`config.mk`:
```
export PLATFORM = sky130hd
export DESIGN_NAME = filter_output_scheduler_flat
export DESIGN_NICKNAME = d
export VERILOG_FILES = /design/src/rtl/filter_output_scheduler_if.sv /design/src/rtl/filter_output_scheduler.sv /design/src/flat_wrapper.sv
export SDC_FILE = /design/constraint.sdc
export NUM_CORES = 1
export LEC_CHECK = 0
export CORE_MARGIN = 2
export CORE_UTILIZATION = 30
export DETAILED_ROUTE_END_ITERATION = 10
export GPL_ROUTABILITY_DRIVEN = 0
export PLACE_DENSITY = 0.63
export SETUP_SLACK_MARGIN = 0.3
export SYNTH_ARGS = -nofsm -noshare
export SYNTH_HDL_FRONTEND = slang
export SYNTH_SLANG_ARGS = --single-unit
```
`constraint.sdc`:
```
create_clock -name clk -period 5.6 [get_ports clk]
set_input_delay 0.56 -clock clk [delete_from_list [all_inputs] [get_ports clk]]
set_output_delay 0.56 -clock clk [all_outputs]
set_load 0.02 [all_outputs]
```
`src/rtl/filter_output_scheduler_if.sv`:
```
// Sample-stream bundle between the four filter sinks, the scheduler and the DAC source.
interface filter_output_scheduler_if #(
    parameter int DATA_WIDTH = 12
) ();
    logic [DATA_WIDTH-1:0] sink0_data;
    logic                  sink0_valid;
    logic [1:0]            sink0_error;
    logic [DATA_WIDTH-1:0] sink1_data;
    logic                  sink1_valid;
    logic [1:0]            sink1_error;
    logic [DATA_WIDTH-1:0] sink2_data;
    logic                  sink2_valid;
    logic [1:0]            sink2_error;
    logic [DATA_WIDTH-1:0] sink3_data;
    logic                  sink3_valid;
    logic [1:0]            sink3_error;
    logic                  source_ready;
    logic [DATA_WIDTH-1:0] source_data;
    logic                  source_valid;
    logic [1:0]            source_error;

    // Producer side: filter streams and the DAC ready line.
    modport master (
        output sink0_data, sink0_valid, sink0_error,
        output sink1_data, sink1_valid, sink1_error,
        output sink2_data, sink2_valid, sink2_error,
        output sink3_data, sink3_valid, sink3_error,
        output source_ready,
        input  source_data, source_valid, source_error
    );

    // Scheduler side.
    modport slave (
        input  sink0_data, sink0_valid, sink0_error,
        input  sink1_data, sink1_valid, sink1_error,
        input  sink2_data, sink2_valid, sink2_error,
        input  sink3_data, sink3_valid, sink3_error,
        input  source_ready,
        output source_data, source_valid, source_error
    );
endinterface

```
`src/rtl/filter_output_scheduler.sv`:
```
// Shares one serial DAC between four sample streams: debounced channel select,
// one-sample buffer on the active stream, paced issue with post-switch muting.
//
// state  | meaning
// IDLE   | wait for a pending channel change or a buffered sample with DAC ready
// ISSUE  | source_valid high for this one cycle; settle counter steps down
// GAP    | one idle cycle so the DAC can drop ready
// SWITCH | apply the debounced select, flush the buffer, restart settling
//
// The buffered sample is handed to the output register on the edge that
// leaves IDLE, so that edge is where the buffer drains; a capture landing in
// that same cycle is kept and is not an overrun.
module filter_output_scheduler #(
    parameter int                  DATA_WIDTH      = 12,
    parameter int                  DB_WIDTH        = 18,
    parameter int                  DEBOUNCE_CYCLES = 200000,
    parameter int                  SETTLE_SAMPLES  = 64,
    parameter logic [DATA_WIDTH-1:0] MUTE_CODE     = '0
) (
    input  logic                       clk,
    input  logic                       reset_n,
    input  logic [1:0]                 sel_async,
    filter_output_scheduler_if.slave   st,
    output logic [1:0]                 active_sel,
    output logic                       muting,
    output logic [7:0]                 overrun_count
);
    localparam int SW = $clog2(SETTLE_SAMPLES + 1);
    localparam logic [DB_WIDTH-1:0] DB_MAX     = DB_WIDTH'(DEBOUNCE_CYCLES);
    localparam logic [SW-1:0]       SETTLE_MAX = SW'(SETTLE_SAMPLES);

    typedef enum logic [1:0] {IDLE, ISSUE, GAP, SWITCH} state_t;

    state_t                state_q;
    logic [1:0]            active_sel_q;
    logic [SW-1:0]         settle_q;
    logic [DATA_WIDTH-1:0] source_data_q;
    logic                  source_valid_q;
    logic [1:0]            source_error_q;

    logic [1:0]            sel_meta_q, sel_meta_d;
    logic [1:0]            sel_sync_q, sel_sync_d;
    logic [1:0]            cand_q, cand_d;
    logic [DB_WIDTH-1:0]   db_cnt_q, db_cnt_d;
    logic [DATA_WIDTH-1:0] buf_q, buf_d;
    logic [1:0]            buf_err_q, buf_err_d;
    logic                  full_q, full_d;
    logic [7:0]            overrun_q, overrun_d;

    logic                  cap_valid;
    logic [DATA_WIDTH-1:0] cap_data;
    logic [1:0]            cap_err;
    logic                  db_done;
    logic                  pending;
    logic                  drain;
    logic                  capture;

    // Select the sink stream of the currently applied channel.
    always_comb begin
        cap_valid = 1'b0;
        cap_data  = st.sink0_data;
        cap_err   = st.sink0_error;
        case (active_sel_q)
            2'd0: begin
                cap_valid = st.sink0_valid;
                cap_data  = st.sink0_data;
                cap_err   = st.sink0_error;
            end
            2'd1: begin
                cap_valid = st.sink1_valid;
                cap_data  = st.sink1_data;
                cap_err   = st.sink1_error;
            end
            2'd2: begin
                cap_valid = st.sink2_valid;
                cap_data  = st.sink2_data;
                cap_err   = st.sink2_error;
            end
            default: begin
                cap_valid = st.sink3_valid;
                cap_data  = st.sink3_data;
                cap_err   = st.sink3_error;
            end
        endcase
    end

    assign db_done = (db_cnt_q == DB_MAX);
    assign pending = db_done && (cand_q != active_sel_q);
    assign drain   = (state_q == IDLE) && !pending && full_q && st.source_ready;
    // Samples arriving while the channel is being switched belong to the old stream.
    assign capture = cap_valid && (state_q != SWITCH);

    // Next-state for synchroniser, debounce, sample buffer and overrun counter.
    always_comb begin
        sel_meta_d = sel_async;
        sel_sync_d = sel_meta_q;
        cand_d     = cand_q;
        db_cnt_d   = db_cnt_q;
        if (sel_sync_q != cand_q) begin
            cand_d   = sel_sync_q;
            db_cnt_d = '0;
        end else if (!db_done) begin
            db_cnt_d = db_cnt_q + 1'b1;
        end

        buf_d     = buf_q;
        buf_err_d = buf_err_q;
        full_d    = full_q;
        overrun_d = overrun_q;
        if (state_q == SWITCH) begin
            full_d = 1'b0;
        end else if (capture) begin
            buf_d     = cap_data;
            buf_err_d = cap_err;
            full_d    = 1'b1;
            if (full_q && !drain && (overrun_q != 8'hFF)) begin
                overrun_d = overrun_q + 8'd1;
            end
        end else if (drain) begin
            full_d = 1'b0;
        end
    end

    // Register the datapath next-state.
    always_ff @(posedge clk or negedge reset_n) begin
        if (!reset_n) begin
            sel_meta_q <= '0;
            sel_sync_q <= '0;
            cand_q     <= '0;
            db_cnt_q   <= '0;
            buf_q      <= '0;
            buf_err_q  <= '0;
            full_q     <= 1'b0;
            overrun_q  <= '0;
        end else begin
            sel_meta_q <= sel_meta_d;
            sel_sync_q <= sel_sync_d;
            cand_q     <= cand_d;
            db_cnt_q   <= db_cnt_d;
            buf_q      <= buf_d;
            buf_err_q  <= buf_err_d;
            full_q     <= full_d;
            overrun_q  <= overrun_d;
        end
    end

    // Issue sequencing with registered DAC outputs, channel apply and settle count.
    always_ff @(posedge clk or negedge reset_n) begin
        if (!reset_n) begin
            state_q        <= IDLE;
            active_sel_q   <= '0;
            settle_q       <= SETTLE_MAX;
            source_data_q  <= MUTE_CODE;
            source_valid_q <= 1'b0;
            source_error_q <= '0;
        end else begin
            source_valid_q <= 1'b0;
            case (state_q)
                IDLE: begin
                    if (pending) begin
                        state_q <= SWITCH;
                    end else if (full_q && st.source_ready) begin
                        state_q        <= ISSUE;
                        source_valid_q <= 1'b1;
                        source_error_q <= buf_err_q;
                        source_data_q  <= ((settle_q != '0) || (buf_err_q != 2'b00))
                                          ? MUTE_CODE : buf_q;
                    end
                end
                ISSUE: begin
                    if (settle_q != '0) begin
                        settle_q <= settle_q - 1'b1;
                    end
                    state_q <= GAP;
                end
                GAP: begin
                    state_q <= IDLE;
                end
                SWITCH: begin
                    active_sel_q <= cand_q;
                    settle_q     <= SETTLE_MAX;
                    state_q      <= IDLE;
                end
                default: begin
                    state_q <= IDLE;
                end
            endcase
        end
    end

    assign st.source_data  = source_data_q;
    assign st.source_valid = source_valid_q;
    assign st.source_error = source_error_q;
    assign active_sel      = active_sel_q;
    assign muting          = (settle_q != '0);
    assign overrun_count   = overrun_q;
endmodule

```
`src/flat_wrapper.sv`:
```
// flat-port wrapper written by rule: the top's interface ports become plain ports
module filter_output_scheduler_flat 
#(
    parameter int                  DATA_WIDTH      = 12,
    parameter int                  DB_WIDTH        = 18,
    parameter int                  DEBOUNCE_CYCLES = 200000,
    parameter int                  SETTLE_SAMPLES  = 64,
    parameter logic [DATA_WIDTH-1:0] MUTE_CODE     = '0
)
  (clk, reset_n, sel_async, active_sel, muting, overrun_count, st_sink0_data, st_sink0_valid, st_sink0_error, st_sink1_data, st_sink1_valid, st_sink1_error, st_sink2_data, st_sink2_valid, st_sink2_error, st_sink3_data, st_sink3_valid, st_sink3_error, st_source_ready, st_source_data, st_source_valid, st_source_error);
  filter_output_scheduler_if #(.DATA_WIDTH(DATA_WIDTH)) st_i ();
  input  logic clk;
  input  logic reset_n;
  input  logic [1:0] sel_async;
  output logic [1:0] active_sel;
  output logic muting;
  output logic [7:0] overrun_count;
  input wire logic [$bits(st_i.sink0_data)-1:0] st_sink0_data;
  input wire logic [$bits(st_i.sink0_valid)-1:0] st_sink0_valid;
  input wire logic [$bits(st_i.sink0_error)-1:0] st_sink0_error;
  input wire logic [$bits(st_i.sink1_data)-1:0] st_sink1_data;
  input wire logic [$bits(st_i.sink1_valid)-1:0] st_sink1_valid;
  input wire logic [$bits(st_i.sink1_error)-1:0] st_sink1_error;
  input wire logic [$bits(st_i.sink2_data)-1:0] st_sink2_data;
  input wire logic [$bits(st_i.sink2_valid)-1:0] st_sink2_valid;
  input wire logic [$bits(st_i.sink2_error)-1:0] st_sink2_error;
  input wire logic [$bits(st_i.sink3_data)-1:0] st_sink3_data;
  input wire logic [$bits(st_i.sink3_valid)-1:0] st_sink3_valid;
  input wire logic [$bits(st_i.sink3_error)-1:0] st_sink3_error;
  input wire logic [$bits(st_i.source_ready)-1:0] st_source_ready;
  output wire logic [$bits(st_i.source_data)-1:0] st_source_data;
  output wire logic [$bits(st_i.source_valid)-1:0] st_source_valid;
  output wire logic [$bits(st_i.source_error)-1:0] st_source_error;
  assign st_i.sink0_data = st_sink0_data;
  assign st_i.sink0_valid = st_sink0_valid;
  assign st_i.sink0_error = st_sink0_error;
  assign st_i.sink1_data = st_sink1_data;
  assign st_i.sink1_valid = st_sink1_valid;
  assign st_i.sink1_error = st_sink1_error;
  assign st_i.sink2_data = st_sink2_data;
  assign st_i.sink2_valid = st_sink2_valid;
  assign st_i.sink2_error = st_sink2_error;
  assign st_i.sink3_data = st_sink3_data;
  assign st_i.sink3_valid = st_sink3_valid;
  assign st_i.sink3_error = st_sink3_error;
  assign st_i.source_ready = st_source_ready;
  assign st_source_data = st_i.source_data;
  assign st_source_valid = st_i.source_valid;
  assign st_source_error = st_i.source_error;
  filter_output_scheduler #(.DATA_WIDTH(DATA_WIDTH), .DB_WIDTH(DB_WIDTH), .DEBOUNCE_CYCLES(DEBOUNCE_CYCLES), .SETTLE_SAMPLES(SETTLE_SAMPLES), .MUTE_CODE(MUTE_CODE)) u_core (.clk(clk), .reset_n(reset_n), .sel_async(sel_async), .st(st_i), .active_sel(active_sel), .muting(muting), .overrun_count(overrun_count));
endmodule
```
==> results.md, run 1 <==
* Synthesized area at 0.00361 sq mm
* Drt pass-1 iters at 4
* Routed len/inst at 14.5 um
* Total track usage at 13.4%
* Hold crit path type: reg -> reg
* Root Buffer: clkbuf_16
* Unrepaired setup endpoints after global routing: no
* Clk_skew at 0.00938 ns
* Global routing usage on met3 at 4.46%
* Synth Area in Simple Gates at 15.5%
* Kind of critical path: reg -> reg
* Placed inst area at 0.00462 sq mm
* Critical Path AT at 3.22 ns
* Sequential-to-total area share from yosys stat at 50.7%
* Clock Latency Late Sink at 0.33 ns
* Reg clk slew, reported paths at 0.06 ns
* Met1 Usage GRT at 16.3%
* I/O pin count at 91
* Post-DR vias/cell at 4.85
* Synth top area cells: dfrtp_1 (50%), mux4_2 (8.7%), mux2_2 (5.6%), nand2_1 (4.5%), xnor2_1 (3.9%)
* Sum Neg Setup Slack at 0 ns
* # DRC at 0
* Max-Cap Viols at 0
* Peak VDD IR at 0.167 mV
* Maximum clock insertion buffer count at 2
* Num rows at 40
* Commonest non-fill, non-tap cells in the layout: clkdlybuf4s50_1 (89), dfrtp_1 (72), nand2_1 (43), nor2_1 (23), mux2_2 (18)
* Dominant synthesized flop cell: dfrtp_1
* Initial Util at 30.4%
* Yosys top cell area share at 50.0%
* Compound-Gate Fraction of Synth Area at 7.29%
* Required time worst endpoint at 5.82 ns
* M2 GR Usage at 22.0%
* Num Clock Sinks at 73
* CTS H-Tree Depth at 3
* DR iter-0 viols at 103
* Critical Path Start Type: flip-flop
* DIE HEIGHT at 114 um
* PwrDens at 427 mW/mm^2
* GRT overflow at 0
* Synth unique cells at 51
* Synth warn at 0
* Post-synthesis register bit count at 73
* XOR/XNOR Fraction of Synth Area at 6.32%
* # Post-CTS Setup Buffers at 0
* Part of the cycle the worst path needs at 53.6%
* Final max-slew violation count at 0
* Yosys top cell by area: dfrtp_1
* TritonCTS Buffers at 9
* Port bufs at 90
* DIE AREA at 0.0129 sq mm
* NumNets Final at 468
* Commonest non-fill, non-tap cell in the layout: clkdlybuf4s50_1
* Slew HR at 33.5%
* Share of layout cells above drive strength 1 at 16.1%
* First-pass GRT wire length at 13,600 um
* Highest fanout seen on the critical path at 35
* Cts hold-fix bufs at 0
* Cells after synthesis at 311
* CP endpoint kind: flip-flop
* Cts repair resizes at 0
* Final setup fails at 0
* Post-synthesis adder-cell area fraction at 1.39%
* Grt peak-use layer: met2
* Avg Cell Area, Syn at 11.6 sq um
* Leakage at 1.92 nW
* Status: finished, final reports clean
* Initial antenna violation count at 0
* Largest family of logic cells by synthesized area: multiplexers
* Max Freq at 0.333 GHz
* Post-synthesis mux area share at 15.6%
* Total Wirelength at 7990 um
* Number of synthesized flops with an enable pin at 0
* Post-route minimum period at 3.00 ns
* Syn Nets at 380
* CTS tree: built
* Synth-to-layout area growth at 37.1%
* Core Area at 0.0119 sq mm
* Fill count at 1,146
* Final hold violations at 0
* # diodes at 0
* Finished Cell Area at 0.00494 sq mm
* Chip width at 114 um
* HPWL after detailed placement at 5860 um
* Ys async rst share at 100%
* Largest net degree at the start of global routing at 74
* Final antenna-violating net count at 0
* Vias in the first global route at 2,821
* Vias post-DR at 2,674
* Slew @ Worst Pin at 0.998 ns
## where the power goes
group	internal, W	total, W	switching [W]
combinational	0.000388	0.000662	0.000274
sequential	0.000656	0.000827	0.000172
clock	0.000395	0.000620	0.000225
## state kept, by name, summed over array words and instances (netlist names)
register                flops
u_core.active_sel           2
u_core.buf_err_q            2
u_core.buf_q               12
u_core.cand_q               2
u_core.db_cnt_q            18
u_core.full_q               1
u_core.overrun_count        8
u_core.sel_meta_q           2
u_core.sel_sync_q           2
u_core.settle_q             7
u_core.st.source_data      12
u_core.st.source_error      2
u_core.st.source_valid      1
u_core.state_q              2
## metrics by stage
stage	power, W	worst slack [ns]	util (%)	hold WS (ns)	std cells
CTS	0.00214	2.53	41.7	0.348	551
global placement	0.00148	2.59	38.9	0.337	535
detailed placement	0.00151	2.53	38.9	0.335	535
finish	0.00211	2.60	41.7	0.347	551
global route	0.00224	2.30	41.7	0.368	551
floorplan	0.00128	3.61	-	0.264	311
## cell families (layout without fill, tap and decap cells)
family / Yosys count / in the layout
and+or+nand+nor: 108 / 108
DFF: 73 / 73
AOI/OAI and AO/OA: 40 / 40
muxes: 36 / 36
xor gates and xnor gates: 26 / 26
buffers and inverters: 24 / 117
adders and majority gates: 4 / 4
## critical path, cell delays in order, from the launching register on
cell and delay [ns]:
dfrtp_1 1.00, xnor2_1 0.19, a2111o_1 0.48, o21ai_4 0.67
nand3_2 0.21, mux2_4 0.33
## synth_stat cells, types with 4 or more instances
| cell type | n |
|---|---|
| nor2_1 | 23 |
| o21ai_0 | 16 |
| mux4_2 | 14 |
| ha_1 | 4 |
| a21oi_1 | 7 |
| inv_1 | 10 |
| buf_2 | 5 |
| mux2_2 | 18 |
| nand2_1 | 43 |
| dfrtp_1 | 72 |
| clkbuf_1 | 6 |
| nand4_1 | 10 |
| xnor2_1 | 16 |
| nand3_1 | 8 |
| xor2_1 | 10 |
## per-layer routing
| metal | share of wire [%] | vias up |
|---|---|---|
| met5 | 0 | - |
| met1 | 43 | 1295 |
| li1 | - | 1283 |
| met2 | 48 | 78 |
| met3 | 6.2 | 18 |
| met4 | 2.6 | 0 |
## final timing paths
kind | slack (ns) | cells past startpoint | from | endpoint
setup / recovery | 2.60 | 5 | u_core.active_sel[0]$_DFFE_PN0P_ | u_core.overrun_count[1]$_DFFE_PN0P_
hold / removal | 0.35 | 0 | u_core.sel_meta_q[1]$_DFF_PN0_ | u_core.sel_sync_q[1]$_DFF_PN0_
setup reg to reg | 2.60 | 5 | u_core.active_sel[0]$_DFFE_PN0P_ | u_core.overrun_count[1]$_DFFE_PN0P_
hold reg to reg | 0.35 | 0 | u_core.sel_meta_q[1]$_DFF_PN0_ | u_core.sel_sync_q[1]$_DFF_PN0_
max in group asynchronous | 4.56 | 2 | reset_n | u_core.state_q[0]$_DFFE_PN0P_
min in group asynchronous | 0.44 | 2 | reset_n | u_core.st.source_data[5]$_DFFE_PN0P_
## final cells by class
class	count	area [sq um]	share of cell area (%)
Clock buffer	9	225	4.56
Clock inverter	7	103	2.08
Inverter	10	37.5	0.759
Multi-Input combinational cell	214	1660	33.6
Sequential cell	73	1830	37.0
Tap cell	147	184	3.72
Timing Repair Buffer	91	903	18.3
No activity file was read; power rests on OpenSTA's default activity.
==> inputs of run 2 (changes only) <==
- clock period: 5.6 -> 2.8 ns (I/O delays scaled with it)
==> run 2 against run 1 <==
Effect of this change:
- first-iteration DRC count is 5.8% higher
- critical path depth did not move
- cell area increased by 2.1%
- setup slack got worse by 2.2 ns
- worst hold slack hardly changed
- register-to-register slack worse by 2.0 ns
- clock skew shrank 0.0021 ns
- core utilization rose by 0.88 points
==> results.md, run 2 (same netlist as run 1, synthesis figures left out) <==
* Status: finished, final reports clean (unchanged)
* CTS H-Tree Depth at 3 (unchanged)
* Post-Place Worst Slack at 0.611 ns (was 2.53 ns)
* Required time worst endpoint at 2.52 ns (was 5.82 ns)
* Root Buffer: clkbuf_16 (unchanged)
* CP endpoint kind: output pin (was flip-flop)
* Clock Latency Late Sink at 0.33 ns (about the same)
* Worst Slack Setup Final at 0.445 ns (was 2.60 ns)
* Part of the cycle the worst path needs at 84.1%
* # Post-CTS Setup Buffers at 0 (unchanged)
* Max-Cap Viols at 0 (unchanged)
* CP max-delay cell: clkdlybuf4s50_1 (was dfrtp_1)
* Commonest non-fill, non-tap cells in the layout: clkdlybuf4s50_1 (89), dfrtp_1 (72), nand2_1 (42), nor2_1 (23), mux2_2 (18) (was clkdlybuf4s50_1 (89), dfrtp_1 (72), nand2_1 (43), nor2_1 (23), mux2_2 (18))
* Vias post-DR at 2,711 (was 2,674)
* CTS tree: built (unchanged)
* Biggest register: u_core.db_cnt_q (unchanged)
* NumNets Final at 476 (was 468)
* Critical Path Start Type: flip-flop (unchanged)
* Slew HR at 58.4% (was 33.5%)
* I/O pin count at 91 (unchanged)
* Placed cells at 542 (was 535)
* Reg clk slew, reported paths at 0.06 ns (about the same)
* Share of layout cells above drive strength 1 at 17.5% (was 16.1%)
* TritonCTS Buffers at 9 (unchanged)
* Leakage at 1.98 nW (was 1.92 nW)
* Synth-to-layout area growth at 40.0% (was 37.1%)
* Post-route minimum period at 2.36 ns
* Max incr delay on CP at 0.58 ns (was 1.00 ns)
* Initial antenna violation count at 0 (unchanged)
* Chip width at 114 um (unchanged)
* Maximum clock insertion buffer count at 2 (unchanged)
* Final setup fails at 0 (unchanged)
* DR iter-0 viols at 109 (was 103)
* HPWL after detailed placement at 6110 um (was 5860 um)
* Initial Util at 30.4% (unchanged)
* # diodes at 0 (unchanged)
* Fill count at 1,135 (was 1,146)
* Drt pass-1 iters at 4 (unchanged)
* PwrDens at 864 mW/mm^2 (was 427 mW/mm^2)
* Highest fanout seen on the critical path at 9 (was 35)
* DIE AREA at 0.0129 sq mm (unchanged)
* GRT overflow at 0 (unchanged)
* Total track usage at 13.3% (was 13.4%)
* Port bufs at 90 (unchanged)
* Max Freq at 0.425 GHz
* DIE HEIGHT at 114 um (unchanged)
* Largest net degree at the start of global routing at 32 (was 74)
* Final hold violations at 0 (unchanged)
* Final antenna-violating net count at 0 (unchanged)
* Vias in the first global route at 2,794 (was 2,821)
* Routed len/inst at 14.6 um (was 14.5 um)
* Core Area at 0.0119 sq mm (unchanged)
* Post-DR vias/cell at 4.85 (about the same)
* Commonest non-fill, non-tap cell in the layout: clkdlybuf4s50_1 (unchanged)
* Clk_skew at 0.00727 ns (was 0.00938 ns)
* # DRC at 0 (unchanged)
* Worst path cell trace: inv_1 -> ha_1 -> nor4b_4 -> nand2_2 -> clkdlybuf4s50_1 (was xnor2_1 -> a2111o_1 -> o21ai_4 -> nand3_2 -> mux2_4)
* Kind of critical path: reg -> out (was reg -> reg)
* Sum Neg Setup Slack at 0 ns (unchanged)
* Total Wirelength at 8160 um (was 7990 um)
* First-pass GRT wire length at 13,600 um (about the same)
* Final max-slew violation count at 0 (unchanged)
* Num rows at 40 (unchanged)
* Hold crit path type: reg -> reg (unchanged)
* Peak VDD IR at 0.358 mV (was 0.167 mV)
* Unrepaired setup endpoints after global routing: no (unchanged)
* Critical Path AT at 2.08 ns (was 3.22 ns)
* Max reg flops at 18 (unchanged)
* Fin cells at 559 (was 551)
* Slew @ Worst Pin at 0.622 ns (was 0.998 ns)
* Num Clock Sinks at 73 (unchanged)
-- run 2: routing by layer --
metal | GRT usage [%] | vias to the layer above | wire length [um]
met5 | 0 | - | 0
met2 | 21.7 | 71 | 3940
met4 | 3.90 | 0 | 151
met1 | 16.7 | 1332 | 3590
met3 | 4.68 | 14 | 479
li1 | - | 1294 | -
-- run 2: path summary, 6_finish.rpt --
check	to	from	cells after the start	slack, ns
max in group asynchronous	u_core.settle_q[6]$_DFFE_PN1P_	reset_n	3	1.58
min in group asynchronous	u_core.st.source_data[7]$_DFFE_PN0P_	reset_n	2	0.47
worst min register to register	u_core.sel_sync_q[1]$_DFF_PN0_	u_core.sel_meta_q[1]$_DFF_PN0_	0	0.35
worst min-delay path	u_core.sel_sync_q[1]$_DFF_PN0_	u_core.sel_meta_q[1]$_DFF_PN0_	0	0.35
worst max-delay path	muting	u_core.settle_q[1]$_DFFE_PN0P_	5	0.44
worst max register to register	u_core.overrun_count[1]$_DFFE_PN0P_	u_core.db_cnt_q[0]$_DFFE_PN0P_	8	0.62
-- run 2: layout make-up --
type                       count  area (sq um)  share of cell area [%]
clock buffer                  10           229                    4.54
multi-input combinational    214          1670                    33.2
inverter                      10          37.5                   0.744
sequential                    73          1830                    36.2
timing repair buffer          99           978                    19.4
tap                          147           184                    3.64
clock inverter                 6           116                    2.31
-- run 2: stage by stage --
stage               area, sq um  hold WS (ns)  util, %  total power (W)
floorplan                  3610       -0.0156        -          0.00256
global placement           4680         0.293     39.5          0.00302
detailed placement         4680         0.298     39.5          0.00306
CTS                        5040         0.349     42.5          0.00440
global route               5050         0.364     42.6          0.00460
finish                     5050         0.347     42.6          0.00436
-- run 2: what timing repair did --
action,CTS,global route
endpoints found under the setup margin,1,1
hold buffers,1,0
resized for setup,1,1
hold endpoints to repair,21,0
-- run 2: where the power goes --
part           leakage (nW)  switching, W  internal [W]  total [W]
logic                 0.877      0.000667      0.000816    0.00148
clock network         0.167      0.000433      0.000874    0.00131
registers             0.933      0.000254       0.00131    0.00157
-- run 2: critical path: cells and delay by family, from the launching register on --
kind | cells | cell delay [ns]
buffers and inverters | 2 | 0.68
flip-flops | 1 | 0.38
AND/OR/NAND/NOR | 2 | 0.48
adder cells (fa/ha/maj) | 1 | 0.20
==> inputs of run 3 (changes only) <==
- clock period: 2.8 -> 2.3 ns (I/O delays scaled with it)
==> run 3 against run 2 <==
Effect of this change:
- critical path type is now reg -> reg
- clock power increased by 6%
- critical path depth rose by 1
- non-clock buffer count is 12 higher
- total power up 20%
- global-route usage barely moved
- critical endpoint is now u_core.db_cnt_q[14]$_DFFE_PN0P_
- cell count is 2.1% higher
- register-to-register slack worse by 0.26 ns
- die area unchanged
==> results.md, run 3 (same netlist as run 1, synthesis figures left out) <==
* Synth-to-layout area growth at 42.7% (was 40.0%)
* Commonest non-fill, non-tap cell in the layout: clkdlybuf4s50_1 (unchanged)
* Core Area at 0.0119 sq mm (unchanged)
* First-pass GRT wire length at 13,400 um (was 13,600 um)
* CP max-delay cell: or3_4 (was clkdlybuf4s50_1)
* # diodes at 0 (unchanged)
* Final setup fails at 0 (unchanged)
* Max Freq at 0.515 GHz
* Port bufs at 90 (unchanged)
* Hold Slack at 0.343 ns (was 0.347 ns)
* Peak VDD IR at 0.406 mV (was 0.358 mV)
* Chip width at 114 um (unchanged)
* Final antenna-violating net count at 0 (unchanged)
* Slew HR at 57.3% (was 58.4%)
* Reg clk slew, reported paths at 0.06 ns (about the same)
* Leakage at 2.04 nW (was 1.98 nW)
* Status: finished, final reports clean (unchanged)
* Clock Latency Late Sink at 0.33 ns (about the same)
* Max incr delay on CP at 0.40 ns (was 0.58 ns)
* Root Buffer: clkbuf_16 (unchanged)
* Max reg flops at 18 (unchanged)
* Required time worst endpoint at 2.54 ns (was 2.52 ns)
* Total track usage at 13.3% (about the same)
* Post-DR vias/cell at 4.81 (was 4.85)
* Clock power frac at 26.7% (was 30.0%)
* # DRC at 0 (unchanged)
* Unrepaired setup endpoints after global routing: yes (was no)
* Critical Path AT at 2.18 ns (was 2.08 ns)
* Part of the cycle the worst path needs at 84.5%
* Routed len/inst at 14.2 um (was 14.6 um)
* Maximum clock insertion buffer count at 2 (unchanged)
* DR iter-0 viols at 137 (was 109)
* Placed cells at 544 (was 542)
* DIE AREA at 0.0129 sq mm (unchanged)
* Worst path cell trace: ha_2 -> nand3_2 -> or2_4 -> or3_4 -> or3_1 -> a21oi_2 (was inv_1 -> ha_1 -> nor4b_4 -> nand2_2 -> clkdlybuf4s50_1)
* Final hold violations at 0 (unchanged)
* Highest fanout seen on the critical path at 5 (was 9)
* Initial Util at 30.4% (unchanged)
* Vias in the first global route at 2,683 (was 2,794)
* Biggest register: u_core.db_cnt_q (unchanged)
* Commonest non-fill, non-tap cells in the layout: clkdlybuf4s50_1 (87), dfrtp_1 (72), nand2_1 (43), nor2_1 (23) (was clkdlybuf4s50_1 (89), dfrtp_1 (72), nand2_1 (42), nor2_1 (23), mux2_2 (18))
* Largest net degree at the start of global routing at 54 (was 32)
* Logic pwr share at 36.8% (was 34.0%)
* TritonCTS Buffers at 9 (unchanged)
* Kind of critical path: reg -> reg (was reg -> out)
* Max-Cap Viols at 0 (unchanged)
* Final max-slew violation count at 0 (unchanged)
* Critical Path Start Type: flip-flop (unchanged)
* Net Sw Power at 0.00168 W (was 0.00135 W)
* Sum Neg Setup Slack at 0 ns (unchanged)
* HPWL after detailed placement at 6010 um (was 6110 um)
* Num rows at 40 (unchanged)
* Hold crit path type: in -> reg (was reg -> reg)
* Share of layout cells above drive strength 1 at 21.5% (was 17.5%)
* Total internal power at 0.00353 W (was 0.00300 W)
* Initial antenna violation count at 0 (unchanged)
* Reg power frac at 36.5% (was 36.0%)
* Vias post-DR at 2,745 (was 2,711)
* Drt pass-1 iters at 7 (was 4)
* CTS H-Tree Depth at 3 (unchanged)
* CTS tree: built (unchanged)
* Slew @ Worst Pin at 0.639 ns (was 0.622 ns)
* Total Wirelength at 8130 um (was 8160 um)
* Clk_skew at 0.00869 ns (was 0.00727 ns)
* Post-route minimum period at 1.94 ns
* NumNets Final at 488 (was 476)
* GRT overflow at 0 (unchanged)
* CP endpoint kind: flip-flop (was output pin)
* I/O pin count at 91 (unchanged)
* Switching Share at 32.3% (was 31.1%)
* DIE HEIGHT at 114 um (unchanged)
* Num Clock Sinks at 73 (unchanged)
* PwrDens at 1010 mW/mm^2 (was 864 mW/mm^2)
* Fin cells at 571 (was 559)
## run 3: power groups by stage
stage | Clock, W | Sequential [W] | Combinational [W]
2_1_floorplan | 0 | 0.00193 | 0.00118
3_3_place_gp | 0 | 0.00191 | 0.00180
3_5_place_dp | 0 | 0.00191 | 0.00184
4_1_cts | 0.00143 | 0.00190 | 0.00189
5_1_grt | 0.00149 | 0.00195 | 0.00209
6_report | 0.00139 | 0.00190 | 0.00192
## run 3: path summary, 6_finish.rpt
kind | startpoint | to | slack [ns] | cells after the start
min reg2reg | u_core.sel_meta_q[0]$_DFF_PN0_ | u_core.sel_sync_q[0]$_DFF_PN0_ | 0.35 | 0
max in group asynchronous | reset_n | u_core.settle_q[6]$_DFFE_PN1P_ | 1.21 | 3
max | u_core.db_cnt_q[0]$_DFFE_PN0P_ | u_core.db_cnt_q[14]$_DFFE_PN0P_ | 0.36 | 6
min | sel_async[1] | u_core.sel_meta_q[1]$_DFF_PN0_ | 0.34 | 1
max reg2reg | u_core.db_cnt_q[0]$_DFFE_PN0P_ | u_core.db_cnt_q[14]$_DFFE_PN0P_ | 0.36 | 6
min in group asynchronous | reset_n | u_core.st.source_data[7]$_DFFE_PN0P_ | 0.39 | 2
## run 3: routing by layer
metal,GRT usage (%),wire (um),up-vias
met4,4.88,114,0
li1,-,-,1321
met5,0,0,-
met2,21.2,3930,77
met3,3.67,435,9
met1,17.4,3650,1338
## run 3: repair_timing
item	in CTS	in global routing
hold endpoints to repair	20	0
buffers inserted	3	7
pin swaps	2	8
resized for setup	3	15
setup endpoints to repair	26	28
hold buffers	1	0
## run 3: through the flow
step / util [%] / power (W) / instance area (sq um) / setup WS, ns
floorplan: - / 0.00311 / 3610 / 0.312
detailed placement: 39.6 / 0.00375 / 4700 / 0.0929
CTS: 42.6 / 0.00523 / 5050 / 0.316
global route: 43.4 / 0.00553 / 5150 / 0.276
finish: 43.4 / 0.00521 / 5150 / 0.357
global placement: 39.6 / 0.00371 / 4700 / 0.159
## run 3: critical path: cells and delay by family, from the launching register on
| family | cells | cell delay (ns) |
|---|---|---|
| AND/OR/NAND/NOR | 4 | 1.11 |
| flip-flops | 1 | 0.39 |
| adder cells (fa/ha/maj) | 1 | 0.20 |
| AO/OA/AOI/OAI | 1 | 0.14 |
## run 3: cell type report
class                           count  area (sq um)
Fill cell                        1104          6720
Sequential cell                    73          1830
Inverter                           10          37.5
Multi-Input combinational cell    214          1700
Tap cell                          147           184
Clock inverter                      7          77.6
Clock buffer                        9           225
Timing Repair Buffer              111          1090
